==> src/rtl/pc_stack_ctrl.sv <==
// pc_stack_ctrl: program counter and call/return sequencer for a PIC10F200-class core.
// Owns the 9-bit PC, drives the 2-level LIFO stack strobes (load/inc/dec), reads the
// top of stack back on return, and tracks stack depth with sticky overflow/underflow flags.
// Optional build macro STACK_GUARD_EN: blocks stack strobes on overflow/underflow and
// returns to RESET_VEC on an empty-stack RETLW. When it is not defined, pushes and pops
// wrap as the silicon does.
module pc_stack_ctrl #(
  parameter logic [8:0] RESET_VEC   = 9'h1FF,
  parameter int         STACK_DEPTH = 2
) (
  input  logic       clk,
  input  logic       rst,
  input  logic       cmd_valid,
  input  logic [2:0] cmd,
  input  logic [8:0] target,
  output logic       cmd_ready,
  output logic [8:0] pc,
  output logic [8:0] pc_out,
  output logic       stack_load,
  output logic       stack_inc,
  output logic       stack_dec,
  input  logic [8:0] stack_bus,
  output logic [1:0] depth,
  output logic       stk_ovf,
  output logic       stk_unf
);

  localparam logic [2:0] CMD_NOP   = 3'd0;
  localparam logic [2:0] CMD_INC   = 3'd1;
  localparam logic [2:0] CMD_SKIP  = 3'd2;
  localparam logic [2:0] CMD_GOTO  = 3'd3;
  localparam logic [2:0] CMD_CALL  = 3'd4;
  localparam logic [2:0] CMD_RETLW = 3'd5;
  localparam logic [2:0] CMD_LDPCL = 3'd6;

  localparam logic [1:0] DEPTH_FULL = 2'(STACK_DEPTH);

`ifdef STACK_GUARD_EN
  localparam logic GUARD = 1'b1;
`else
  localparam logic GUARD = 1'b0;
`endif

  typedef enum logic [2:0] {
    S_IDLE     = 3'd0,
    S_PUSH_LD  = 3'd1,
    S_PUSH_INC = 3'd2,
    S_POP_DEC  = 3'd3,
    S_POP_RD   = 3'd4
  } state_t;

  state_t     r_state;
  logic [8:0] r_pc;
  logic [8:0] r_pc_out;
  logic [8:0] r_tgt;
  logic       r_cmd_ready;
  logic       r_stack_load;
  logic       r_stack_inc;
  logic       r_stack_dec;
  logic [1:0] r_depth;
  logic       r_stk_ovf;
  logic       r_stk_unf;
  logic       r_pop_unf;   // the RETLW in flight started on an empty stack

  logic w_accept;
  logic w_full;
  logic w_empty;
  logic w_push_ok;
  logic w_pop_ok;

  assign w_accept  = cmd_valid && r_cmd_ready;
  assign w_full    = (r_depth == DEPTH_FULL);
  assign w_empty   = (r_depth == 2'd0);
  // Guarded build withholds strobes that would corrupt the stack; unguarded always strobes.
  assign w_push_ok = !(GUARD && w_full);
  assign w_pop_ok  = !(GUARD && w_empty);

  // Sequencer FSM: PC update, stack strobes (registered Moore outputs) and depth/flag tracking.
  always_ff @(posedge clk or negedge rst) begin
    if (!rst) begin
      r_state      <= S_IDLE;
      r_pc         <= RESET_VEC;
      r_pc_out     <= 9'h000;
      r_tgt        <= 9'h000;
      r_cmd_ready  <= 1'b1;
      r_stack_load <= 1'b0;
      r_stack_inc  <= 1'b0;
      r_stack_dec  <= 1'b0;
      r_depth      <= 2'd0;
      r_stk_ovf    <= 1'b0;
      r_stk_unf    <= 1'b0;
      r_pop_unf    <= 1'b0;
    end else begin
      case (r_state)
        S_IDLE: begin
          if (w_accept) begin
            case (cmd)
              CMD_NOP:   r_pc <= r_pc;
              CMD_INC:   r_pc <= r_pc + 9'd1;
              CMD_SKIP:  r_pc <= r_pc + 9'd2;
              CMD_GOTO:  r_pc <= target;
              CMD_LDPCL: r_pc <= {1'b0, target[7:0]};
              CMD_CALL: begin
                // pc_out is the return address; it stays put until the next CALL.
                r_pc_out     <= r_pc + 9'd1;
                r_tgt        <= {1'b0, target[7:0]};
                r_stack_load <= w_push_ok;
                r_cmd_ready  <= 1'b0;
                r_state      <= S_PUSH_LD;
              end
              CMD_RETLW: begin
                r_stack_dec <= w_pop_ok;
                r_pop_unf   <= w_empty;
                r_cmd_ready <= 1'b0;
                r_state     <= S_POP_DEC;
              end
              default:   r_pc <= r_pc + 9'd1;  // reserved opcode acts as INC
            endcase
          end else begin
            r_pc <= r_pc;
          end
        end
        S_PUSH_LD: begin
          r_stack_load <= 1'b0;
          r_stack_inc  <= w_push_ok;
          r_state      <= S_PUSH_INC;
        end
        S_PUSH_INC: begin
          r_stack_inc <= 1'b0;
          r_pc        <= r_tgt;
          if (w_full) begin
            r_stk_ovf <= 1'b1;
          end else begin
            r_depth <= r_depth + 2'd1;
          end
          r_cmd_ready <= 1'b1;
          r_state     <= S_IDLE;
        end
        S_POP_DEC: begin
          r_stack_dec <= 1'b0;
          if (w_empty) begin
            r_stk_unf <= 1'b1;
          end else begin
            r_depth <= r_depth - 2'd1;
          end
          r_state <= S_POP_RD;
        end
        S_POP_RD: begin
          // Stack pointer settled during POP_DEC, so stack_bus now holds the return address.
          if (GUARD && r_pop_unf) begin
            r_pc <= RESET_VEC;
          end else begin
            r_pc <= stack_bus;
          end
          r_cmd_ready <= 1'b1;
          r_state     <= S_IDLE;
        end
        default: begin
          r_stack_load <= 1'b0;
          r_stack_inc  <= 1'b0;
          r_stack_dec  <= 1'b0;
          r_cmd_ready  <= 1'b1;
          r_state      <= S_IDLE;
        end
      endcase
    end
  end

  assign cmd_ready  = r_cmd_ready;
  assign pc         = r_pc;
  assign pc_out     = r_pc_out;
  assign stack_load = r_stack_load;
  assign stack_inc  = r_stack_inc;
  assign stack_dec  = r_stack_dec;
  assign depth      = r_depth;
  assign stk_ovf    = r_stk_ovf;
  assign stk_unf    = r_stk_unf;

endmodule

==> config.mk <==
export PLATFORM = sky130hd
export DESIGN_NAME = pc_stack_ctrl
export DESIGN_NICKNAME = d
export VERILOG_FILES = /design/src/rtl/pc_stack_ctrl.sv
export SDC_FILE = /design/constraint.sdc
export NUM_CORES = 1
export LEC_CHECK = 0
export BUFFER_PORTS_ARGS = -buffer_cell sky130_fd_sc_hd__buf_2
export CAP_MARGIN = 20
export CORE_MARGIN = 2
export CORE_UTILIZATION = 50
export CTS_CLUSTER_DIAMETER = 40
export DETAILED_ROUTE_END_ITERATION = 6
export HOLD_SLACK_MARGIN = 0.06
export PLACE_DENSITY = 0.74
export SYNTH_ARGS = -nofsm -noshare
export SYNTH_HDL_FRONTEND = slang
export SYNTH_SLANG_ARGS = --single-unit
export TNS_END_PERCENT = 30
==> constraint.sdc <==
create_clock -name clk -period 4.15 [get_ports clk]
set_input_delay 1.0375 -clock clk [delete_from_list [all_inputs] [get_ports clk]]
set_output_delay 1.0375 -clock clk [all_outputs]
set_load 0.03 [all_outputs]
# == After elaboration in Yosys (flattened, before gate mapping) ==
# Cells that the tools add are included.
# op_classes
addsub,4
eq_ne,18
mux,19
bitwise,3
n_reduce_logical,21
# op_table
op,count
$pmux 9 s4,1
$pmux 9 s3,1
$reduce_and 3->1,6
$eq 3x2->1 const B,4
$eq 3x3->1 const B,4
$reduce_or 3->1,4
$ne 2x2->1 const B,5
$add 9x1->9 const B,1
$add 9x2->9 const B,1
$mux 9,1
$pmux 3 s3,1
$pmux 1 s2,4
$logic_not 3->1,2
$mux 1,6
$pmux 3 s2,1
$reduce_and 2->1,3
$mux 2,2
$ne 2x1->1 const B,2
$pmux 2 s2,1
$reduce_or 2->1,2
$eq 3x1->1 const B,1
$mux 3,1
$ne 3x1->1 const B,1
$not 1->1,3
7 further kinds,7
# totals
ff_bits,37
in_bits,24
output_inout_bits,26

# == Longest topological paths before layout ==
# Gate-level depths: netlist of the first run.
# logic_depth
ltp_word,5
ltp_mapped,7
ltp_nobuf,6

# == Worst setup path after synthesis of the first run ==
# No wires, ideal clock.
# synth_path
path_kind,input -> register
start,input cmd[1]
end,register r_tgt[0]
setup_time_ns,0.125
arrival_ns,2.123
required_time_ns,4.025
setup_slack_ns,1.903
path_stages,5
n_path_buf,1
path_cell_list,nand4b_1 > nand2b_2 > nor3_4 > buf_6 > mux2_2
# synth_between
elab_chain_len,2
# synth_lines
element,line,rtl
"start, declared",14,"input logic [2:0] cmd,"
$eq 3x3->1,97,case (cmd)
$reduce_and 3->1 (no line),n/a,
"end signal, assigned",106,"r_tgt <= {1'b0, target[7:0]};"
"end, declared",55,logic [8:0] r_tgt;
# Every way passes these cells.
# A chain may end at the register's enable or synchronous reset.

# == Worst setup path after layout of the first run ==
# layout_path
start,input cmd[2]
end,register r_tgt[6]
# The elaborated chain is that of the path after synthesis.

==> qor.log, run 1 <==
INFO  route          route.vias.total=2030
INFO  finish         final_nets=318
INFO  yosys          syn-num-nets=275
INFO  clocking       cts_max_path_buffers=2
INFO  yosys          synth_top_cells_by_area=sky130_fd_sc_hd__dfrtp_1 30%, sky130_fd_sc_hd__dfstp_2 12%, sky130_fd_sc_hd__mux2_2 5.9%
INFO  finish         num_antenna_cells=0
INFO  timing         setup_violations=0
INFO  route          drt_pass1_iterations=4
INFO  global_routing grt_start_max_net_pins=38
INFO  timing         hold_violations=0
INFO  global_routing grt_remaining_overflow=0
INFO  timing         timing_worst_slew_pin_value=0.933ns
INFO  worst_hold_path hold_class=reg -> reg
INFO  yosys          syn_avg_cell_area=9.14µm²
INFO  yosys          synth.largest_area_cell=sky130_fd_sc_hd__dfrtp_1
INFO  floorplan      io-pin-count=50
INFO  critical_path  crit_type=in -> reg
INFO  yosys          synth_top_flop_cell=sky130_fd_sc_hd__dfrtp_1
INFO  global_routing grt_pass1_wl=9.64mm
INFO  global_routing vias_in_the_first_global_route=1969
INFO  clocking       cts_tree=yes
INFO  timing         rsz_0062_raised_after_global_routing=no
INFO  critical_path  required=4.33ns
INFO  timing         slew_headroom=37.4%
INFO  timing         maxSlewViolCount=0
INFO  floorplan      core-area=4350µm²
INFO  place          dp.final_hpwl=4.22mm
INFO  yosys          post-synth-top-area-fraction=29.7%
INFO  yosys          post_syn_instances=249
INFO  yosys          postSynthRegisterBits=37
INFO  yosys          ys_types=53
INFO  finish         finalInstanceArea=2610µm²
INFO  clocking       clockRootBuffer=sky130_fd_sc_hd__clkbuf_8
INFO  route          vias_per_cell=5.88
INFO  yosys          yosys.cell_count.top_type=sky130_fd_sc_hd__nor2_1
INFO  clocking       post_cts_hold_buffer_count=0
INFO  clocking       tritoncts.num_buffers=5
INFO  critical_path  endpoint_kind=register
INFO  place          place.gp.congestion=0.881
INFO  yosys          yosys_warnings=0
INFO  place          port_buffers=49
INFO  yosys          synth_edf_count=0
INFO  floorplan      effective_utilization_at_floorplan=52.2%
INFO  timing         fmax=0.380GHz
INFO  timing         fin_hold_ws=0.462ns
INFO  flow_run       max-cap-violations=0
INFO  pwr            power_density=270nW/µm²
INFO  floorplan      row_count=24
INFO  finish         drive_gt1_share=31.1%
INFO  status         status=finished, final reports clean
INFO  place          postPlaceCellArea=2510µm²
INFO  timing         clock_skews=0.00376ns
INFO  clocking       cts.reportedPaths.clkPinSlew=0.07ns
INFO  finish         synthToLayoutAreaGrowth=14.7%
INFO  pwr            leakagePower=0.00123µW
INFO  critical_path  setup.worst_path.start_class=input port
INFO  global_routing track_usage=24.1%
INFO  clocking       insertion_delay=0.30ns
INFO  yosys          synth_sequential_area_ratio=41.3%
INFO  floorplan      die_area=5110µm²
INFO  timing         setup_tns=0ns
INFO  floorplan      height_of_the_die=71.5µm
INFO  route          count_of_antenna_violating_nets_left_after_detailed_routing=0
INFO  timing         period_needed=2.63ns
INFO  clocking       clock_sinks=37
INFO  pwr            design_power_total=704µW
INFO  global_routing antenna_found_initial=0
INFO  yosys          synthTopCellsByCount=31 x sky130_fd_sc_hd__nor2_1, 27 x sky130_fd_sc_hd__dfrtp_1, 22 x sky130_fd_sc_hd__a21oi_1, 20 x sky130_fd_sc_hd__nand2_1, 16 x sky130_fd_sc_hd__o21ai_0
INFO  yosys          netlist_area=2270µm²
INFO  clocking       cts_resized=0
INFO  route          remaining_drc_errors=0
INFO  clocking       h-tree-depth=2
INFO  critical_path  worstPathMaxFanout=15
INFO  yosys          synth-async-reset-ratio=100%
INFO  route          drt-initial-drc-count=124
INFO  critical_path  worst-endpoint-arrival=2.81ns
INFO  route          drt-wirelength-per-cell=16.5µm
INFO  route          totalWireLength=5.69mm
INFO  floorplan      fp.dieW=71.5µm
INFO  pwr            ir_drop=0.150mV
INFO  timing         fin_crit_sh=63.4%
INFO  clocking       postCtsSetupBuffers=0
-- worst max-delay path: stages --
cell                       delay [ns]
sky130_fd_sc_hd__buf_2           0.30
sky130_fd_sc_hd__nand4b_1        0.17
sky130_fd_sc_hd__nand2b_2        0.26
sky130_fd_sc_hd__nor3_4          0.39
sky130_fd_sc_hd__buf_4           0.30
sky130_fd_sc_hd__mux2_2          0.35
-- registers in the layout, summed over array words and instances (netlist names) --
register and cells:
stack_load 1, pc 9, r_tgt 8, stk_ovf 1, stk_unf 1, stack_inc 1
stack_dec 1, cmd_ready 1, pc_out 9, r_state 3, depth 2
-- power by group --
group	total [µW]	switching [µW]	internal (µW)	leakage, µW
registers	363	1.31	362	0.000471
clock network	282	132	150	0.0000542
logic	58.9	37.1	21.9	0.000709
-- layout make-up --
type	count	area [µm²]
clock inverter	1	5.00
sequential	37	938
inverter	13	48.8
multi-input combinational	185	1200
clock buffer	7	96.3
tap	52	65.1
timing repair buffer	50	253
fill	405	1740
-- cells in the final DEF (no fill, tap or decap), types with 2 or more instances in the layout --
| cell | synthesis | layout |
|---|---|---|
| sky130_fd_sc_hd__xor2_1 | 4 | 4 |
| sky130_fd_sc_hd__inv_1 | 11 | 11 |
| sky130_fd_sc_hd__nor2_1 | 31 | 31 |
| sky130_fd_sc_hd__ha_1 | 2 | 2 |
| sky130_fd_sc_hd__a22oi_1 | 6 | 6 |
| sky130_fd_sc_hd__nand3_1 | 5 | 5 |
| sky130_fd_sc_hd__nand2_1 | 20 | 20 |
| sky130_fd_sc_hd__a211oi_1 | 2 | 2 |
| sky130_fd_sc_hd__a21oi_1 | 22 | 22 |
| sky130_fd_sc_hd__o211ai_1 | 2 | 2 |
| sky130_fd_sc_hd__a32o_1 | 2 | 2 |
| sky130_fd_sc_hd__o21ai_1 | 2 | 2 |
| sky130_fd_sc_hd__a221oi_1 | 2 | 2 |
| sky130_fd_sc_hd__o21ai_0 | 16 | 16 |
| sky130_fd_sc_hd__nor2b_1 | 4 | 4 |
| sky130_fd_sc_hd__and3_1 | 2 | 2 |
| sky130_fd_sc_hd__dfrtp_1 | 27 | 27 |
| sky130_fd_sc_hd__o22ai_1 | 6 | 6 |
| sky130_fd_sc_hd__nor3_1 | 3 | 3 |
| sky130_fd_sc_hd__a221o_1 | 3 | 3 |
| sky130_fd_sc_hd__xnor2_1 | 7 | 7 |
| sky130_fd_sc_hd__mux2_2 | 12 | 12 |
| sky130_fd_sc_hd__clkbuf_8 | 0 | 7 |
| sky130_fd_sc_hd__o221ai_1 | 2 | 2 |
| sky130_fd_sc_hd__nand2b_1 | 7 | 7 |
| sky130_fd_sc_hd__a31o_2 | 3 | 3 |
| sky130_fd_sc_hd__buf_2 | 7 | 49 |
| sky130_fd_sc_hd__dfstp_2 | 10 | 10 |
-- final timing paths --
check / start / depth (start not counted) / slack (ns) / to
worst max-delay path: cmd[2] / 6 / 1.52 / r_tgt[6]$_DFFE_PN0P_
worst min-delay path: stk_ovf$_DFFE_PN0P_ / 1 / 0.46 / stk_ovf$_DFFE_PN0P_
worst max register to register: r_state[0]$_DFFE_PN0P_ / 5 / 1.89 / r_tgt[6]$_DFFE_PN0P_
worst min register to register: stk_ovf$_DFFE_PN0P_ / 1 / 0.46 / stk_ovf$_DFFE_PN0P_
max in group asynchronous: rst / 1 / 2.79 / pc_out[1]$_DFFE_PN0P_
min in group asynchronous: rst / 1 / 0.84 / pc_out[8]$_DFFE_PN0P_
-- layer usage --
metal / track usage, % / up-vias / routed length, µm
met3: 4.36 / 6 / 250
met1: 33.7 / 980 / 2680
met4: 6.92 / 0 / 72
met5: 0 / - / 0
met2: 38.4 / 60 / 2680
li1: - / 984 / -
-- cells by family after synthesis --
group	after synthesis	share of synthesized area [%]
AND/OR/NAND/NOR	79	16.6
XOR/XNOR	12	5.45
AO/OA/AOI/OAI	80	23.9
multiplexers	12	5.94
buffers and inverters	27	5.83
flip-flops	37	41.3
adder cells (fa/ha/maj)	2	1.10
-- through the flow --
stage / setup slack, ns / utilization, % / instances
6_report: 1.52 / 59.9 / 345
5_1_grt: 1.41 / 59.9 / 345
4_1_cts: 1.54 / 59.9 / 345
3_5_place_dp: 1.23 / 57.6 / 337
3_3_place_gp: 1.31 / 57.6 / 337
2_1_floorplan: 1.90 / - / 249
Note: power is estimated with default switching activity, not from simulation.
==> run 2: changes to the inputs <==
Clock period 4.15 ns to 2.5 ns, I/O delays scaled along.
==> run 2 against run 1 <==
Against the previous run:
- design area up 1.7%
- sequential power up 66%
- combinational power up 71%
- clock power up 67%
- sequential share of layout area down 0.61 points
- hold slack worse by 0.035 ns
- register-to-register slack worse by 1.4 ns
- die area unchanged
- clock skew up 0.0033 ns
- routed wire length up 0.56%
- power up 67%
- critical endpoint is now pc[6]$_DFFE_PN1P_
- largest power group unchanged
- highest routed layer unchanged
==> qor.log, run 2 (synthesized netlist as in run 1, its figures left out) <==
INFO  route          remaining_drc_errors=0 [unchanged]
INFO  clocking       cts_resized=0 [unchanged]
INFO  route          drt-wirelength-per-cell=16.3µm [-1.2%]
INFO  place          place.gp.congestion=0.905 [+2.7%]
INFO  pwr            power_density=443nW/µm² [+64%]
INFO  clocking       tritoncts.num_buffers=5 [unchanged]
INFO  timing         clock_skews=0.00704ns [+0.00328 ns]
INFO  critical_path  worst-path-stages=6 [unchanged]
INFO  floorplan      effective_utilization_at_floorplan=52.2% [unchanged]
INFO  clocking       cts.reportedPaths.clkPinSlew=0.08ns [about the same]
INFO  flow_run       max-cap-violations=0 [unchanged]
INFO  global_routing track_usage=24.0% [-0.075 points]
INFO  global_routing grt_pass1_wl=9.54mm [-1.0%]
INFO  floorplan      row_count=24 [unchanged]
INFO  finish         drive_gt1_share=32.4% [+1.4 points]
INFO  critical_path  ff_to_ff_setup_slack=0.53ns [-1.36 ns]
INFO  finish         final-seq-area=938µm² [unchanged]
INFO  place          postPlaceCellArea=2550µm² [+1.8%]
INFO  clocking       insertion_delay=0.29ns [about the same]
INFO  clocking       clock_sinks=37 [unchanged]
INFO  critical_path  worstPathMaxFanout=10 [-5]
INFO  timing         timing.final.ws_setup=0.529ns [-0.990 ns]
INFO  clocking       clockRootBuffer=sky130_fd_sc_hd__clkbuf_8
INFO  route          count_of_antenna_violating_nets_left_after_detailed_routing=0 [unchanged]
INFO  route          vias_per_cell=5.83 [-0.84%]
INFO  pwr            ir_drop=0.282mV [+88%]
INFO  timing         fin_hold_ws=0.427ns [-0.0347 ns]
INFO  critical_path  crit_type=reg -> reg
INFO  global_routing antenna_found_initial=0 [unchanged]
INFO  floorplan      height_of_the_die=71.5µm [unchanged]
INFO  finish         finalInstanceArea=2660µm² [+1.7%]
INFO  worst_hold_path hold_class=in -> async
INFO  global_routing grt_start_max_net_pins=38 [unchanged]
INFO  finish         multi_input_area=1200µm² [unchanged]
INFO  critical_path  highest_cell_delay_on_the_worst_timing_path=0.65ns [+0.26 ns]
INFO  place          port_buffers=49 [unchanged]
INFO  critical_path  critical_path.cell_chain=ha_1 > nand3_1 > nor2b_1 > a221o_1 > a211oi_2 > a221oi_2
INFO  finish         layoutNonFillerInstCount=351 [+1.7%]
INFO  timing         hold_violations=0 [unchanged]
INFO  critical_path  ff2ff_path_depth=6 [+1]
INFO  route          totalWireLength=5.72mm [+0.56%]
INFO  timing         slew_headroom=41.6% [+4.2 points]
INFO  clocking       h-tree-depth=2 [unchanged]
INFO  floorplan      core-area=4350µm² [unchanged]
INFO  finish         layout_commonest_cell=sky130_fd_sc_hd__buf_2
INFO  floorplan      die_area=5110µm² [unchanged]
INFO  timing         setup_tns=0ns [unchanged]
INFO  route          drt_pass1_iterations=4 [unchanged]
INFO  global_routing vias_in_the_first_global_route=1977 [+0.41%]
INFO  critical_path  critical-path-slowest-cell=sky130_fd_sc_hd__dfstp_2
INFO  place          dp_worst_setup_slack=0.297ns [-0.931 ns]
INFO  place          dp.final_hpwl=4.12mm [-2.3%]
INFO  critical_path  required=2.69ns [-1.64 ns]
INFO  pwr            leakagePower=0.00126µW [+2.4%]
INFO  timing         fmax=0.507GHz
INFO  finish         num_antenna_cells=0 [unchanged]
INFO  route          route.vias.total=2048 [+0.89%]
INFO  timing         timing_worst_slew_pin_value=0.870ns [-0.0629 ns]
INFO  critical_path  worst-endpoint-arrival=2.16ns [-0.65 ns]
INFO  floorplan      io-pin-count=50 [unchanged]
INFO  critical_path  path_buf_inv=0 [-2]
INFO  clocking       post_cts_hold_buffer_count=0 [unchanged]
INFO  timing         period_needed=1.97ns
INFO  status         status=finished, final reports clean
INFO  place          place.detailed.instances=343 [+1.8%]
INFO  finish         layout_common_cells=49 x sky130_fd_sc_hd__buf_2, 31 x sky130_fd_sc_hd__nor2_1, 27 x sky130_fd_sc_hd__dfrtp_1
INFO  timing         maxSlewViolCount=0 [unchanged]
INFO  finish         filler_cell_count_in_the_final_layout=400 [-1.2%]
INFO  clocking       cts_max_path_buffers=2 [unchanged]
INFO  critical_path  cpLargestDelayFamily=flip-flops
INFO  critical_path  endpoint_kind=register
INFO  finish         final_nets=324 [+1.9%]
INFO  critical_path  setup.worst_path.start_class=register
INFO  global_routing grt_remaining_overflow=0 [unchanged]
INFO  timing         fin_crit_sh=78.8%
INFO  clocking       postCtsSetupBuffers=0 [unchanged]
INFO  finish         synthToLayoutAreaGrowth=16.7%
INFO  timing         rsz_0062_raised_after_global_routing=no
INFO  clocking       cts_tree=yes
INFO  timing         setup_violations=0 [unchanged]
INFO  route          drt-initial-drc-count=194 [+56%]
INFO  floorplan      fp.dieW=71.5µm [unchanged]
==> run 2: changes by cell type in the layout (fill, tap and decap cells not counted), sizes merged <==
| cell | previous run | this run |
|---|---|---|
| buf | 50 | 56 |
==> run 2: worst paths after layout <==
| check | from | to |
|---|---|---|
| setup / recovery | pc[0]$_DFFE_PN1P_ | pc[6]$_DFFE_PN1P_ |
| hold / removal | rst | pc_out[8]$_DFFE_PN0P_ |
| setup reg to reg | pc[0]$_DFFE_PN1P_ | pc[6]$_DFFE_PN1P_ |
| hold reg to reg | stk_unf$_DFFE_PN0P_ | stk_unf$_DFFE_PN0P_ |
| max in group asynchronous | rst | stk_ovf$_DFFE_PN0P_ |
| min in group clk | stk_unf$_DFFE_PN0P_ | stk_unf$_DFFE_PN0P_ |
==> run 2: area by class of cell <==
class	instances	area share [%]
Inverter	13	1.84
Tap cell	52	2.45
Clock buffer	7	3.63
Timing Repair Buffer	56	11.2
Sequential cell	37	35.3
Multi-Input combinational cell	185	45.3
Clock inverter	1	0.189
==> run 2: through the flow <==
| step | total power [µW] | util (%) |
|---|---|---|
| floorplan | 668 | - |
| global placement | 714 | 58.6 |
| detailed placement | 715 | 58.6 |
| CTS | 1190 | 61.0 |
| global route | 1220 | 61.0 |
| finish | 1180 | 61.0 |
==> run 2: power by group <==
group	internal (µW)	switching, µW	total, µW	leakage [µW]
logic	39.4	61.9	101	0.000738
registers	601	2.15	603	0.000471
clock network	249	222	472	0.0000542
total	890	287	1180	0.00126
==> run 2: per-layer routing <==
metal	up-vias	GRT usage, %	wire (µm)
met5	-	0	0
met4	0	7.55	74
met3	8	5.20	401
met2	90	36.7	2620
met1	956	34.1	2630
li1	994	-	-
==> run 3: changes to the inputs <==
Settings changed: CORE_UTILIZATION 50 to 49, PLACE_DENSITY 0.74 to 0.76.
Clock period 2.5 ns to 1.6 ns, I/O delays scaled along.
==> run 3 against run 2 <==
Against the previous run:
- the flow now finishes with violations (negative setup slack)
- design area grew 24%
- clock-buffer cell count shrank 1
- sequential power grew 56%
- clock power grew 38%
- hold slack lost 0.050 ns
- sequential cell count is the same
- combinational power grew 110%
- sequential share of layout area shrank 6.8 points
- core utilization grew 14 points
- routed wire length grew 27%
- critical endpoint is now pc[5]$_DFFE_PN1P_
- largest power group unchanged
==> qor.log, run 3 (synthesized netlist as in run 1, its figures left out) <==
INFO  status         status=finished, violations left
INFO  status         violations=negative setup slack
INFO  finish         final-seq-area=941µm² [+0.27%]
INFO  pwr            ir_drop=0.405mV [+44%]
INFO  timing         fin_crit_sh=110% [+31 points]
INFO  clocking       tritoncts.num_buffers=5 [unchanged]
INFO  critical_path  worst-endpoint-arrival=1.98ns [-0.18 ns]
INFO  global_routing grt_start_max_net_pins=22 [-42%]
INFO  timing         setup_violations=18 [+18]
INFO  finish         multi_input_area=1400µm² [+17%]
INFO  global_routing vias_in_the_first_global_route=2296 [+16%]
INFO  flow_run       max-cap-violations=0 [unchanged]
INFO  place          postPlaceCellArea=2950µm² [+15%]
INFO  timing         period_needed=1.76ns [-0.207 ns]
INFO  clocking       clock_sinks=37 [unchanged]
INFO  finish         layout.core_utilization=74.7% [+14 points]
INFO  timing         timing_worst_slew_pin_value=0.424ns [-0.446 ns]
INFO  place          port_buffers=49 [unchanged]
INFO  finish         final_nets=374 [+15%]
INFO  floorplan      io-pin-count=50 [unchanged]
INFO  clocking       insertion_delay=0.29ns [about the same]
INFO  pwr            design_power_total=1800µW [+53%]
INFO  critical_path  crit_type=reg -> reg
INFO  timing         slew_headroom=71.8% [+30 points]
INFO  critical_path  ff_to_ff_setup_slack=-0.16ns [-0.69 ns]
INFO  route          routed-wl-met2=3.49mm [+33%]
INFO  timing         hold_violations=0 [unchanged]
INFO  timing         clock_skews=0.0111ns [+0.00410 ns]
INFO  floorplan      row_count=24 [unchanged]
INFO  place          dp.final_hpwl=4.84mm [+18%]
INFO  pwr            leakagePower=0.00155µW [+23%]
INFO  critical_path  required=1.82ns [-0.87 ns]
INFO  route          met3_length=468µm [+17%]
INFO  clocking       h-tree-depth=2 [unchanged]
INFO  worst_hold_path timing.hold.worst_path_depth=2
INFO  finish         num_antenna_cells=0 [unchanged]
INFO  global_routing grt_remaining_overflow=0 [unchanged]
INFO  global_routing antenna_found_initial=0 [unchanged]
INFO  worst_hold_path hold_class=in -> reg
INFO  timing         rsz_0062_raised_after_global_routing=yes
INFO  global_routing track_usage=27.5% [+3.5 points]
INFO  finish         layout_common_cells=54 x sky130_fd_sc_hd__buf_4, 43 x sky130_fd_sc_hd__buf_2, 28 x sky130_fd_sc_hd__nor2_1
INFO  clocking       clockRootBuffer=sky130_fd_sc_hd__clkbuf_8
INFO  clocking       cts_tree=yes
INFO  clocking       cts.reportedPaths.clkPinSlew=0.08ns [about the same]
INFO  floorplan      core-area=4410µm² [+1.4%]
INFO  critical_path  endpoint_kind=register
INFO  finish         finalInstanceArea=3300µm² [+24%]
INFO  finish         filler_cell_count_in_the_final_layout=307 [-23%]
INFO  worst_hold_path hp-start=target[4]
INFO  route          totalWireLength=7.25mm [+27%]
INFO  critical_path  ff2ff_path_depth=6 [unchanged]
INFO  critical_path  setup.worst_path.start_class=register
INFO  route          count_of_antenna_violating_nets_left_after_detailed_routing=0 [unchanged]
INFO  route          vias_per_cell=5.98 [+2.5%]
INFO  route          dr.max_layer_used=met4
INFO  global_routing grt_pass1_wl=11.1mm [+17%]
INFO  critical_path  worstPathMaxFanout=3 [-7]
INFO  finish         drive_gt1_share=48.1% [+16 points]
INFO  timing         maxSlewViolCount=0 [unchanged]
INFO  floorplan      fp.dieW=72.1µm [+0.96%]
INFO  timing         fin_hold_ws=0.377ns [-0.0496 ns]
INFO  floorplan      height_of_the_die=72.1µm [+0.96%]
INFO  floorplan      effective_utilization_at_floorplan=51.5% [-0.71 points]
INFO  route          drt-initial-drc-count=184 [-5.2%]
INFO  timing         fmax=0.567GHz [+12%]
INFO  finish         synthToLayoutAreaGrowth=45.0%
INFO  route          wl_met1=3.12mm [+19%]
INFO  route          drt_pass1_iterations=5 [+1]
INFO  critical_path  critical_path.reg2reg.startpoint=pc[1]$_DFFE_PN1P_
INFO  timing         timing.final.ws_setup=-0.164ns [-0.693 ns]
INFO  pwr            power_density=546nW/µm² [+23%]
INFO  route          remaining_drc_errors=0 [unchanged]
INFO  place          place.gp.congestion=0.844 [-6.7%]
INFO  floorplan      die_area=5200µm² [+1.9%]
INFO  worst_hold_path hold-path-endpoint=r_tgt[4]$_DFFE_PN0P_
INFO  critical_path  worstReg2RegEnd=pc[5]$_DFFE_PN1P_
INFO  route          drt-wirelength-per-cell=18.1µm [+11%]
INFO  finish         layout_commonest_cell=sky130_fd_sc_hd__buf_4
INFO  route          route.vias.total=2399 [+17%]
INFO  clocking       cts_max_path_buffers=2 [unchanged]
[run 3: changes by cell type in the layout (fill, tap and decap cells not counted), moves of 6 or more]
cell / previous run / this run
sky130_fd_sc_hd__buf_4: 7 / 54
sky130_fd_sc_hd__mux2_2: 12 / 1
sky130_fd_sc_hd__mux2_4: 0 / 11
sky130_fd_sc_hd__buf_2: 49 / 43
[run 3: critical path, cell delays in order, from the launching register on]
cell and delay (ns):
sky130_fd_sc_hd__dfstp_2 0.59, sky130_fd_sc_hd__ha_4 0.15, sky130_fd_sc_hd__and3_4 0.18, sky130_fd_sc_hd__o21ai_2 0.05, sky130_fd_sc_hd__a222oi_1 0.29, sky130_fd_sc_hd__a211oi_1 0.15
sky130_fd_sc_hd__o31a_1 0.28
[run 3: power by group]
part	total [µW]	internal (µW)	switching, µW
logic	209	91.8	117
registers	942	939	3.02
clock network	651	302	349
[run 3: routing by layer]
layer | vias to the layer above | track usage (%)
li1 | 1091 | -
met1 | 1170 | 39.1
met2 | 117 | 44.9
met3 | 21 | 3.75
met4 | 0 | 6.50
met5 | - | 0
[run 3: worst max path at each step]
| stage | startpoint | endpoint | slack, ns | cells past startpoint |
|---|---|---|---|---|
| after floorplan | pc[0]$_DFFE_PN1P_ | pc[6]$_DFFE_PN1P_ | -0.16 | 6 |
| after global placement | cmd[0] | pc[2]$_DFFE_PN1P_ | -0.06 | 7 |
| after detailed placement | cmd[0] | pc[5]$_DFFE_PN1P_ | -0.14 | 6 |
| after CTS | pc[1]$_DFFE_PN1P_ | pc[7]$_DFFE_PN1P_ | -0.08 | 7 |
| after global routing | pc[1]$_DFFE_PN1P_ | pc[5]$_DFFE_PN1P_ | -0.21 | 6 |
| final | pc[1]$_DFFE_PN1P_ | pc[5]$_DFFE_PN1P_ | -0.16 | 6 |
[run 3: stage by stage]
stage               setup slack, ns  instances  setup TNS (ns)
finish                       -0.164        401           -1.43
global route                 -0.206        401           -2.91
CTS                         -0.0779        397          -0.401
detailed placement           -0.136        385          -0.892
global placement            -0.0606        385          -0.426
floorplan                    -0.163        249           -1.54
[run 3: area by class of cell]
type	count	area share, %
clock buffer	6	2.20
clock inverter	2	0.303
inverter	13	1.48
multi-input combinational	185	42.5
sequential	37	28.5
tap	52	1.97
timing repair buffer	106	23.0
[run 3: timing repair]
item | CTS | global route
hold buffers | 1 | 0
pin swaps | 5 | 7
resized for setup | 14 | 37
endpoints found under the setup margin | 15 | 32
gates cloned | 0 | 1
setup buffers | 3 | 3
hold endpoints to repair | 11 | 0
